===== src/rtl/adc_packetizer.sv =====
// adc_packetizer: packs decimated multi-channel ADC samples into FIFO words,
// frames the words into fixed-length packets with an optional sequence
// number header, and hands each packet to the W5500 controller using a
// pkt_ready / pkt_done handshake. Words that complete while the downstream
// FIFO is full are dropped and counted.
module adc_packetizer #(
    parameter int ADC_BITS  = 12,
    parameter int CHANNELS  = 1,
    parameter int SAMPLES   = 4,
    parameter int PKT_WORDS = 245,
    parameter int HEADER_EN = 1,
    parameter int DECIM_W   = 8
) (
    input  logic                                  sys_clk,
    input  logic                                  reset_n,
    input  logic                                  enable,
    input  logic [DECIM_W-1:0]                    decim,
    input  logic [CHANNELS*ADC_BITS-1:0]          adc_data,
    input  logic                                  adc_valid,
    input  logic                                  fifo_full,
    output logic                                  fifo_wr_en,
    output logic [ADC_BITS*CHANNELS*SAMPLES-1:0]  fifo_data,
    output logic                                  pkt_ready,
    input  logic                                  pkt_done,
    output logic                                  busy,
    output logic [15:0]                           seq_num,
    output logic [15:0]                           drop_cnt
);

    localparam int SLOT_W     = CHANNELS * ADC_BITS;
    localparam int FIFO_W     = SLOT_W * SAMPLES;
    localparam int SLOT_CNT_W = (SAMPLES > 1) ? $clog2(SAMPLES) : 1;

    typedef enum logic [1:0] {
        ST_IDLE    = 2'd0,
        ST_FILL    = 2'd1,
        ST_WAIT_TX = 2'd2
    } state_t;

    state_t                  state_reg;
    state_t                  state_next;
    logic [15:0]             word_cnt_reg;
    logic [SLOT_CNT_W-1:0]   slot_cnt_reg;
    logic [DECIM_W-1:0]      dc_reg;
    logic                    header_pending_reg;
    logic                    word_pending_reg;
    logic [FIFO_W-1:0]       shift_reg;
    logic [FIFO_W-1:0]       out_word_reg;
    logic [15:0]             seq_num_reg;
    logic [15:0]             drop_cnt_reg;

    logic                    start_fill;
    logic                    write_hdr;
    logic                    write_word;
    logic                    drop_word;
    logic                    last_word;
    logic                    seq_inc;
    logic [FIFO_W-1:0]       header_word;
    logic [FIFO_W-1:0]       shifted_word;
    logic                    sample_gate;
    logic                    sample_take;
    logic                    word_done;

    // Shift network: the new sample enters slot 0 (LSBs) and every older
    // slot moves one position toward the MSBs, so the oldest sample of a
    // completed word sits in the top slot.
    generate
        for (genvar gi = 0; gi < SAMPLES; gi++) begin : g_slot
            if (gi == 0) begin : g_first
                assign shifted_word[SLOT_W-1:0] = adc_data;
            end else begin : g_rest
                assign shifted_word[gi*SLOT_W +: SLOT_W] = shift_reg[(gi-1)*SLOT_W +: SLOT_W];
            end
        end
    endgenerate

    // Header word: sequence number in the top 16 bits, zeros below.
    always_comb begin
        header_word = '0;
        header_word[FIFO_W-1 -: 16] = seq_num_reg;
    end

    // Samples are only looked at while filling, after the header is out,
    // and never on the cycle the packet's last word leaves.
    assign sample_gate = adc_valid && (state_reg == ST_FILL) && !header_pending_reg && !last_word;
    assign sample_take = sample_gate && (dc_reg == '0);
    assign word_done   = sample_take && (slot_cnt_reg == SLOT_CNT_W'(SAMPLES - 1));

    assign busy     = reset_n && (state_reg != ST_IDLE);
    assign seq_num  = seq_num_reg;
    assign drop_cnt = drop_cnt_reg;

    // FSM next-state and write/handshake decode; everything held low in reset.
    always_comb begin
        state_next = state_reg;
        start_fill = 1'b0;
        write_hdr  = 1'b0;
        write_word = 1'b0;
        drop_word  = 1'b0;
        last_word  = 1'b0;
        seq_inc    = 1'b0;
        fifo_wr_en = 1'b0;
        fifo_data  = '0;
        pkt_ready  = 1'b0;
        if (reset_n) begin
            case (state_reg)
                ST_IDLE: begin
                    if (enable) begin
                        state_next = ST_FILL;
                        start_fill = 1'b1;
                    end
                end
                ST_FILL: begin
                    // Header and a completed data word are never pending together,
                    // since packing only starts once the header has been written.
                    if (header_pending_reg) begin
                        if (!fifo_full) begin
                            write_hdr  = 1'b1;
                            fifo_wr_en = 1'b1;
                            fifo_data  = header_word;
                        end
                    end else if (word_pending_reg) begin
                        if (!fifo_full) begin
                            write_word = 1'b1;
                            fifo_wr_en = 1'b1;
                            fifo_data  = out_word_reg;
                        end else begin
                            drop_word = 1'b1;
                        end
                    end
                    last_word = (write_hdr || write_word) && (word_cnt_reg == 16'(PKT_WORDS - 1));
                    if (last_word) begin
                        pkt_ready  = 1'b1;
                        state_next = ST_WAIT_TX;
                    end
                end
                ST_WAIT_TX: begin
                    if (pkt_done) begin
                        seq_inc = 1'b1;
                        if (enable) begin
                            state_next = ST_FILL;
                            start_fill = 1'b1;
                        end else begin
                            state_next = ST_IDLE;
                        end
                    end
                end
                default: begin
                    state_next = ST_IDLE;
                end
            endcase
        end
    end

    // State register.
    always_ff @(posedge sys_clk) begin
        if (!reset_n) begin
            state_reg <= ST_IDLE;
        end else begin
            state_reg <= state_next;
        end
    end

    // Packet framing: word count, slot count, decimation and pending flags.
    always_ff @(posedge sys_clk) begin
        if (!reset_n) begin
            word_cnt_reg       <= '0;
            slot_cnt_reg       <= '0;
            dc_reg             <= '0;
            header_pending_reg <= 1'b0;
            word_pending_reg   <= 1'b0;
        end else if (start_fill) begin
            word_cnt_reg       <= '0;
            slot_cnt_reg       <= '0;
            dc_reg             <= '0;
            header_pending_reg <= (HEADER_EN != 0);
            word_pending_reg   <= 1'b0;
        end else begin
            if (write_hdr || write_word) begin
                word_cnt_reg <= word_cnt_reg + 16'd1;
            end
            if (write_hdr) begin
                header_pending_reg <= 1'b0;
            end
            // A pending word lives for exactly one cycle: written or dropped.
            // A word completing on that same cycle re-arms the flag.
            if (write_word || drop_word) begin
                word_pending_reg <= 1'b0;
            end
            if (word_done) begin
                word_pending_reg <= 1'b1;
            end
            if (sample_gate) begin
                if (dc_reg == '0) begin
                    dc_reg <= decim;
                end else begin
                    dc_reg <= dc_reg - DECIM_W'(1);
                end
            end
            if (sample_take) begin
                slot_cnt_reg <= word_done ? '0 : slot_cnt_reg + SLOT_CNT_W'(1);
            end
        end
    end

    // Sample shift register and the separate output word register, so the
    // next word can start packing while the previous one is being written.
    always_ff @(posedge sys_clk) begin
        if (!reset_n) begin
            shift_reg    <= '0;
            out_word_reg <= '0;
        end else begin
            if (sample_take) begin
                shift_reg <= shifted_word;
            end
            if (word_done) begin
                out_word_reg <= shifted_word;
            end
        end
    end

    // Sequence number (wraps) and saturating drop counter.
    always_ff @(posedge sys_clk) begin
        if (!reset_n) begin
            seq_num_reg  <= '0;
            drop_cnt_reg <= '0;
        end else begin
            if (seq_inc) begin
                seq_num_reg <= seq_num_reg + 16'd1;
            end
            if (drop_word && (drop_cnt_reg != 16'hFFFF)) begin
                drop_cnt_reg <= drop_cnt_reg + 16'd1;
            end
        end
    end

endmodule


===== config.mk =====
export PLATFORM = sky130hd
export DESIGN_NAME = adc_packetizer
export DESIGN_NICKNAME = d
export VERILOG_FILES = /design/src/rtl/adc_packetizer.sv
export SDC_FILE = /design/constraint.sdc
export NUM_CORES = 1
export LEC_CHECK = 0
export ABC_AREA = 1
export CORE_MARGIN = 4
export CORE_UTILIZATION = 49
export CTS_BUF_LIST = sky130_fd_sc_hd__clkbuf_8 sky130_fd_sc_hd__clkbuf_16
export DETAILED_ROUTE_END_ITERATION = 10
export GPL_TIMING_DRIVEN = 0
export PLACE_DENSITY = 0.82
export SETUP_SLACK_MARGIN = 0.15
export SLEW_MARGIN = 40
export SYNTH_ARGS = -nofsm -noshare
export SYNTH_HDL_FRONTEND = slang
export SYNTH_SLANG_ARGS = --single-unit

===== constraint.sdc =====
create_clock -name sys_clk -period 1.6 [get_ports sys_clk]
set_input_delay 0.32 -clock sys_clk [delete_from_list [all_inputs] [get_ports sys_clk]]
set_output_delay 0.32 -clock sys_clk [all_outputs]
set_load 0.02 [all_outputs]

# After elaboration in Yosys (flattened, before gate mapping)
# Cells that the tools add are included.
# word_totals
register_bits	146
out_inout_bits	83
elab_cells	93
# classes
n_addsub	5
n_eq_ne	8
n_mux	49
bitwise_logic	1
n_reduce_logical	20
# ops
cell	count
48-bit two-way mux	6
16-bit by 1-bit adder with 16-bit output (second input constant)	3
1-bit two-way mux	36
16-bit by 8-bit == test with 1-bit output (second input constant)	1
16-bit inequality test (second input constant)	1
1-bit logical AND	8
8-bit logical NOT	1
2-bit two-way mux	4
8-bit two-way mux	1
8-bit by 1-bit subtractor with 8-bit output (second input constant)	1
2-bit case mux with 3 select lines	1
2-bit nonzero test	3
2-bit == test (second input constant)	2
2-bit inequality test (second input constant)	2
1-bit logical OR	3
3-bit AND reduction	1
2-bit by 1-bit adder with 2-bit output (second input constant)	1
2-bit by 1-bit == test with 1-bit output (second input constant)	1
1-bit logical NOT	2
2-bit logical NOT	1
2-bit by 1-bit inequality test with 1-bit output (second input constant)	1
1-bit case mux with 2 select lines	1
2-bit OR reduction	1
1-bit NOT	1

# Logic depth before layout (Yosys ltp)
# Gate-level depths: netlist (run 1).
# logic_depth
ltp_word	14
mapped_depth	12
mapped_depth_nobuf	10

# Worst setup path before layout (run 1)
# OpenSTA, ideal clock, no wires.
# synth_path
path_type	register -> register
startpoint	register drop_cnt_reg[1], in the netlist drop_cnt[1]
endpoint	register drop_cnt_reg[7], in the netlist drop_cnt[7]
t_arrival_ns	1.714
path_slack_ns	-0.185
stages_incl_launch_ff	9
path_buffers	1
period_less_slack_ns	1.785
path_cell_list	dfxtp_1 ha_1 nand3_1 nor3_2 nand3_1 nand2_2 buf_2 nand2_1 a21oi_1
# synth_via
elab_chain_cells	2
# synth_lines
item	line	source
start: declaration	50	logic [15:0] drop_cnt_reg;
start signal: assignment	232	drop_cnt_reg <= drop_cnt_reg + 16'd1;
parallel branches: the longest is 2 deep, another holds 16-bit by 1-bit adder with 16-bit output	-	
# Several ways; the timed one is not identified.
# A chain may end at the register's enable or synchronous reset.

# Worst setup path after layout (run 1)
# layout_path
startpoint	register state_reg[1]
endpoint	output port fifo_data[35]
# layout_via
elab_chain_cells	3
# layout_lines
item	line	source
start: declaration	40	state_t state_reg;
start signal: assignment	160	state_reg <= state_next;
2-bit by 1-bit == test with 1-bit output	106	case (state_reg)
48-bit two-way mux	106	
48-bit two-way mux	105	if (reset_n) begin
end: declaration	22	output logic [ADC_BITS*CHANNELS*SAMPLES-1:0] fifo_data,
# Every way passes these cells.

==> summary.md, run 1 <==
| Metric | Value |
|---|---|
| DR iter-0 viols | `around 1100` |
| Layout cells sized above 1 | `between 30% and 40%` |
| Synth Flop Type | `dfxtp_1` |
| Fin cells | `1503` |
| Post-synth top area cell | `dfxtp_1` |
| DPL Wire Length | `13.87 mm` |
| Max-cap violations | `0` |
| Failing checks | `negative setup slack` |
| Root Buffer | `clkbuf_16` |
| Drt wl/cell | `20.08 um` |
| Row count | `43` |
| Vias in the first global route | `8128` |
| Core footprint | `13990 um^2` |
| Worst hold slack | `around 0.42 ns` |
| Die area | `16400 um^2` |
| Worst r2r path cells | `14` |
| Most common cell after layout, fill and taps aside | `nand2_1` |
| Fin crit period | `between 2 and 2.5 ns` |
| Seq/Total Area, Yosys | `41.38%` |
| Worst skew pair latency | `between 0.4 and 0.5 ns` |
| RSZ-0062 raised after global routing | `yes` |
| TritonCTS buffer count | `17` |
| Fmax achieved | `approximately 450 MHz` |
| DP Cell Count | `1382` |
| P per Cell Area | `770.3 nW/um^2` |
| Remaining design rule violation count | `0` |
| CP endpoint kind | `output port` |
| Post-synth EDFFs | `0` |
| Peak supply drop | `931.7 uV` |
| Routability cong. | `0.8837` |
| Required @ worst endpoint | `~1.3 ns` |
| CTS Sinks | `roughly 150` |
| Synth unique cells | `38` |
| Crit-path max cell delay | `0.33 ns` |
| Total Routed Length | `30.17 mm` |
| Overflow after GRT | `0` |
| CP arrival | `1.93 ns` |
| CP max stage cell | `dfxtp_2` |
| Final worst path period share | `140.4%` |
| FF-to-FF setup slack | `-0.62 ns` |
| WHS Path Cells | `5` |
| Worst Hold End | `seq_num[0]` |
| Max transition margin | `42.20%` |
| Asr flop ratio synth | `0%` |
| Via density | `5.937` |
| Crit-path leading delay family | `buffers and inverters` |
| Post-Syn Nets | `1128` |
| Initial antenna violation count | `0` |
| Vias | `8924` |
| Cell Chain, Critical Path | `inv_2, nand3_4, nor2_4, inv_4, clkbuf_16, o22ai_4, buf_6` |
| Depth of the CTS H-tree | `4` |
| Die Width | `approximately 130 um` |
| Setup violations, final | `193` |
| I/O Pins | `109` |
| Drt pass-1 iters | `6` |
| Clk slew on worst S/H paths | `0.06 ns` |
| Synth area leaders | `dfxtp_1 41%, nand2_1 15%, nor2_1 11%` |
| Reg-to-reg endpoint | `out_word_reg[47]` |
| CTS tree | `yes` |
| Starting density of the core | `50.49%` |
| Actual slew at the worst max-slew pin | `0.8671 ns` |
| Post-synthesis register bit count | `around 150` |
| Critical path class | `register to output port` |
| Total GRT Usage | `30.41%` |
| Post-synth top area share | `approximately 41%` |
| Number of port buffers | `107` |
| Commonest cells after routing, fill and taps aside | `261 x nand2_1, 158 x nor2_1, 140 x inv_1` |
| Final net count | `1343` |
| Critical R2R Launch | `state_reg[1]` |
| Synthesized cell area | `7063 um^2` |
| Critical path peak fanout | `5` |
| CP bufs+invs | `4` |
| Number of synthesis warnings | `0` |
| HP Start | `reset_n` |
| First-pass GRT wire length | `39.74 mm` |
| Mapped Avg Cell Area | `6.450 um^2` |
| Bufs on Longest Clock Path | `2` |
| Final worst slack | `-0.6470 ns` |
| Startpoint Class | `register` |
| Final hold vios | `0` |
| Max FFs per register | `48` |
| Max Transition Viols Final | `0` |
| HP Class | `primary input to register` |
| Leakage Power | `~0.0046 uW` |
| Worst clock skew | `0.009564 ns` |
| ANT cells | `0` |
| Run status | `complete, but fails checks` |
| Post-DRT Antenna Nets | `0` |
| Largest net degree at the start of global routing | `17` |
| Die height | `128.1 um` |
| Gate Count Post-Synth | `roughly 1100` |
| Area grow syn2layout | `61.17%` |
[where the power goes]
part	leakage, uW	internal [uW]	switching [uW]	total, uW
Clock	0.000287	2400	1730	4130
Combinational	0.00314	367	544	911
Sequential	0.00119	3670	54.3	3730
[what timing repair did]
item	4_1_cts	5_1_grt
setup buffers	48	19
gates cloned	20	3
resized for setup	548	131
pin swaps	31	31
hold buffers	0	0
setup endpoints to repair	220	219
[layout make-up]
class	count	area (um^2)
clock buffers	19	452.9
repair buffers	195	2162
fillers	719	2605
well taps	180	225.2
multi-input cells	739	4299
flip-flops and latches	146	2959
plain buffers	44	488.0
inverters	167	646.9
clock inverters	13	150.1
[cells by family (layout without fill, tap and decap cells)]
| family | Yosys count | in the layout | synth area share (%) |
|---|---|---|---|
| AND/OR/NAND/NOR | 568 | 570 | 32.68 |
| buffers and inverters | 212 | 438 | 11.97 |
| AO/OA/AOI/OAI | 154 | 154 | 11.73 |
| flip-flops | 146 | 146 | 41.38 |
| XOR/XNOR | 8 | 8 | 0.9921 |
| adder cells (fa/ha/maj) | 7 | 7 | 1.240 |
[Yosys cell counts, drive strengths merged, types with 3 or more instances]
master    n
nor3     19
buf      28
xnor2     3
nand2   281
o22ai    13
a21oi    71
xor2      5
o21ai    53
dfxtp   146
nor2    211
clkbuf   17
inv     166
nand4    11
nand3    40
ha        7
o21bai   12
[per-stage QoR]
step / utilization, % / cell area, um^2 / total power [uW] / setup slack [ns] / setup TNS (ns)
after floorplan: - / 7624 / 4165 / 0.1025 / 0
after global placement: 63.77 / 8920 / 4354 / -1.002 / -113.27
after detailed placement: 63.77 / 8920 / 4364 / -1.021 / -115.85
after CTS: 76.57 / 10710 / 8540 / -0.4240 / -36.52
after global routing: 81.38 / 11380 / 8968 / -0.6628 / -92.11
final: 81.38 / 11380 / 8768 / -0.6470 / -84.06
[routing by layer]
metal  up-vias  GRT usage (%)  wire [um]
li1       3842              -          -
met1      4085          35.57      10380
met2       740          52.71      14200
met3       257          6.958       3281
met4         0          14.17       2314
met5         -              0          0
[worst max-delay path by stage]
stage,end,startpoint,cells past startpoint,slack [ns]
2_1_floorplan,shift_reg[19],word_cnt_reg[1],12,0.10
3_3_place_gp,fifo_data[35],fifo_full,8,-1.00
3_5_place_dp,fifo_data[35],fifo_full,8,-1.02
4_1_cts,fifo_data[12],header_pending_reg,8,-0.42
5_1_grt,fifo_data[35],state_reg[1],8,-0.66
6_report,fifo_data[35],state_reg[1],7,-0.65
[worst reg2reg max path: stages (launching register included)]
cell and delay (ns):
dfxtp_2 0.33, inv_2 0.14, nand3_4 0.17, buf_4 0.19, buf_12 0.12, nor2_4 0.13, nand3_4 0.10, buf_6 0.16
nand4_4 0.14, buf_8 0.17, buf_6 0.11, buf_8 0.10, nand2_1 0.09, nand2_1 0.11, nor2_1 0.06
(Power assumes the default switching activity.)
==> run 2: changes to the inputs <==
- SETUP_SLACK_MARGIN: 0.15 -> unset
==> summary.md, run 2 (same netlist as run 1, synthesis figures left out) <==
| Metric | Value |
|---|---|
| Run status | `complete, but fails checks` |
| Failing checks | `negative setup slack` |
| Remaining design rule violation count | `0 (unchanged)` |
| Max Transition Viols Final | `0 (unchanged)` |
| Area grow syn2layout | `64.38%` |
| Final net count | `1333 (-0.74%)` |
| Die height | `128.1 um (unchanged)` |
| Drt wl/cell | `21.13 um (+5.3%)` |
| Post-DRT Antenna Nets | `0 (unchanged)` |
| Max-cap violations | `0 (unchanged)` |
| Fmax achieved | `450.1 MHz (+1.1%)` |
| Die Width | `128.1 um (unchanged)` |
| Startpoint Class | `register` |
| DPL Wire Length | `13.02 mm (-6.1%)` |
| Final hold vios | `0 (unchanged)` |
| Critical path class | `register to register` |
| Comb power frac | `11.1% (+0.7 points)` |
| Switching Fraction | `25.27% (-1.2 points)` |
| Met2 global-route usage | `43.50% (-9.2 points)` |
| Net Switching | `2347 uW (+0.97%)` |
| Commonest cells after routing, fill and taps aside | `176 x nand2_1, 138 x inv_1, 128 x nor2_1, 128 x dfxtp_1, 88 x buf_6` |
| CTS Sinks | `146 (unchanged)` |
| Final worst slack | `-0.6220 ns (+0.02502 ns)` |
| I/O Pins | `109 (unchanged)` |
| Peak supply drop | `864.0 uV (-7.3%)` |
| Largest net degree at the start of global routing | `17 (unchanged)` |
| Layout cells sized above 1 | `39.15% (+6.6 points)` |
| Die area | `16400 um^2 (unchanged)` |
| Crit-path max cell delay | `0.36 ns (+0.03 ns)` |
| Setup violations, final | `181 (-6.2%)` |
| Setup TNS | `-57.38 ns (+26.68 ns)` |
| CP endpoint kind | `register` |
| Multi-input logic area | `4691 um^2 (+9.1%)` |
| Via density | `6.028 (+1.5%)` |
| # fillers | `686 (-4.6%)` |
| Initial antenna violation count | `0 (unchanged)` |
| Reg area | `2958 um^2 (about the same)` |
| Worst skew pair latency | `0.44 ns (about the same)` |
| Sequential power share | `40.2% (-2.3 points)` |
| Vias | `9000 (+0.85%)` |
| Clk slew on worst S/H paths | `0.07 ns (about the same)` |
| CP arrival | `2.54 ns (+0.61 ns)` |
| CTS tree | `yes` |
| Required @ worst endpoint | `1.92 ns (+0.64 ns)` |
| Most common cell after layout, fill and taps aside | `nand2_1` |
| Row count | `43 (unchanged)` |
| First-pass GRT wire length | `35.13 mm (-12%)` |
| Starting density of the core | `50.49% (unchanged)` |
| Max FFs per register | `48 (unchanged)` |
| Internal | `6942 uW (+7.7%)` |
| Overflow after GRT | `0 (unchanged)` |
| Root Buffer | `clkbuf_16` |
| TritonCTS buffer count | `17 (unchanged)` |
| Final worst path period share | `138.9% (-1.6 points)` |
| Number of port buffers | `107 (unchanged)` |
| GR peak layer | `met2` |
| HP Class | `primary input to register` |
| CTS Hold Buffers Added | `0 (unchanged)` |
| CP max stage cell | `dfxtp_2` |
| Drt pass-1 iters | `5 (-1)` |
| Fin crit period | `2.222 ns (-0.02502 ns)` |
| Leakage Power | `0.004834 uW (+4.8%)` |
| Total GRT Usage | `26.43% (-4.0 points)` |
| Worst clock skew | `0.01331 ns (+0.003745 ns)` |
| ANT cells | `0 (unchanged)` |
| Cell Chain, Critical Path | `inv_2, nand3_4, buf_6, nor2_4, nand3_2, buf_6, nand2_8, nor2_4, buf_6, buf_6, nand2_2, a21oi_2` |
| Cell Area, Placed | `8494 um^2 (-4.8%)` |
| Bufs on Longest Clock Path | `2 (unchanged)` |
| Met3 usage | `4.917% (-2.0 points)` |
| Max transition margin | `35.90% (-6.3 points)` |
| P per Cell Area | `800.1 nW/um^2 (+3.9%)` |
| RSZ-0062 raised after global routing | `yes` |
| Actual slew at the worst max-slew pin | `0.9615 ns (+0.09439 ns)` |
| Routability cong. | `0.8990 (+1.7%)` |
| Cell repeated most along the worst path | `buf_6` |
| Depth of the CTS H-tree | `4 (unchanged)` |
| DR iter-0 viols | `1196 (+7.6%)` |
| Finished Cell Area | `11610 um^2 (+2.0%)` |
| Vias in the first global route | `7266 (-11%)` |
| Total Routed Length | `31.55 mm (+4.6%)` |
| Core footprint | `13990 um^2 (unchanged)` |
| Critical path peak fanout | `8 (+3)` |
| Clk pwr share | `48.7% (+1.6 points)` |
| Met1 usage | `33.23% (-2.3 points)` |
## run 2: cell types whose count changed in the layout (fill, tap and decap cells not counted), sizes merged, moves of 2 or more
| cell | previous run | this run |
|---|---|---|
| buf | 162 | 146 |
| bufbuf | 2 | 0 |
| bufinv | 2 | 4 |
| clkbuf | 38 | 48 |
| clkdlybuf4s15 | 31 | 0 |
| dlygate4sd2 | 2 | 33 |
| inv | 170 | 167 |
| nand4 | 11 | 13 |
## run 2: path summary, 6_finish.rpt
kind | endpoint | slack [ns] | cells after the start | start
setup / recovery | shift_reg[13] | -0.62 | 12 | state_reg[1]
hold / removal | seq_num[1] | 0.38 | 3 | reset_n
setup reg to reg | shift_reg[13] | -0.62 | 12 | state_reg[1]
hold reg to reg | dc_reg[7] | 0.49 | 2 | dc_reg[7]
## run 2: routing by layer
layer  up-vias  routed length, um
met2       792              14750
met5         -                  0
met4         0               2410
li1       3816                  -
met3       254               3416
met1      4138              10970
## run 2: power groups by stage
stage	sequential (uW)	clock, uW	combinational [uW]
2_1_floorplan	3780	0	366
3_5_place_dp	3790	0	552
3_3_place_gp	3790	0	543
5_1_grt	3730	4640	1080
6_report	3730	4530	1030
4_1_cts	3720	4410	673
## run 2: final cells by class
| cell class | instances | share of cell area, % |
|---|---|---|
| tap | 180 | 1.940 |
| timing repair buffer | 189 | 17.54 |
| inverter | 167 | 5.593 |
| buffer | 39 | 3.373 |
| sequential | 146 | 25.48 |
| multi-input combinational | 740 | 40.40 |
| clock inverter | 10 | 1.315 |
| clock buffer | 22 | 4.354 |
## run 2: worst max-delay path, delay by kind of cell, from the launching register on
| kind | cells | cell delay, ns |
|---|---|---|
| buf+inv | 5 | 0.62 |
| flops | 1 | 0.36 |
| simple gates | 6 | 0.78 |
| compound gates | 1 | 0.34 |
## run 2: repair_timing
item                                    CTS  global route
hold endpoints to repair                  0             0
pin swaps                                23            93
endpoints found under the setup margin  211           188
cloned                                   14            11
setup buffers                            25            44
gates resized for setup                 451           416
## run 2: through the flow
stage | util, % | total power [uW] | setup slack (ns) | instances | hold WS (ns)
2_1_floorplan | - | 4150 | -0.09454 | 1095 | 0.4394
3_5_place_dp | 60.72 | 4346 | -1.206 | 1382 | 0.4538
5_1_grt | 83.00 | 9447 | -0.6619 | 1493 | 0.3957
3_3_place_gp | 60.72 | 4335 | -1.189 | 1382 | 0.4482
4_1_cts | 70.46 | 8797 | -0.4202 | 1452 | 0.3150
6_report | 83.00 | 9289 | -0.6220 | 1493 | 0.3774
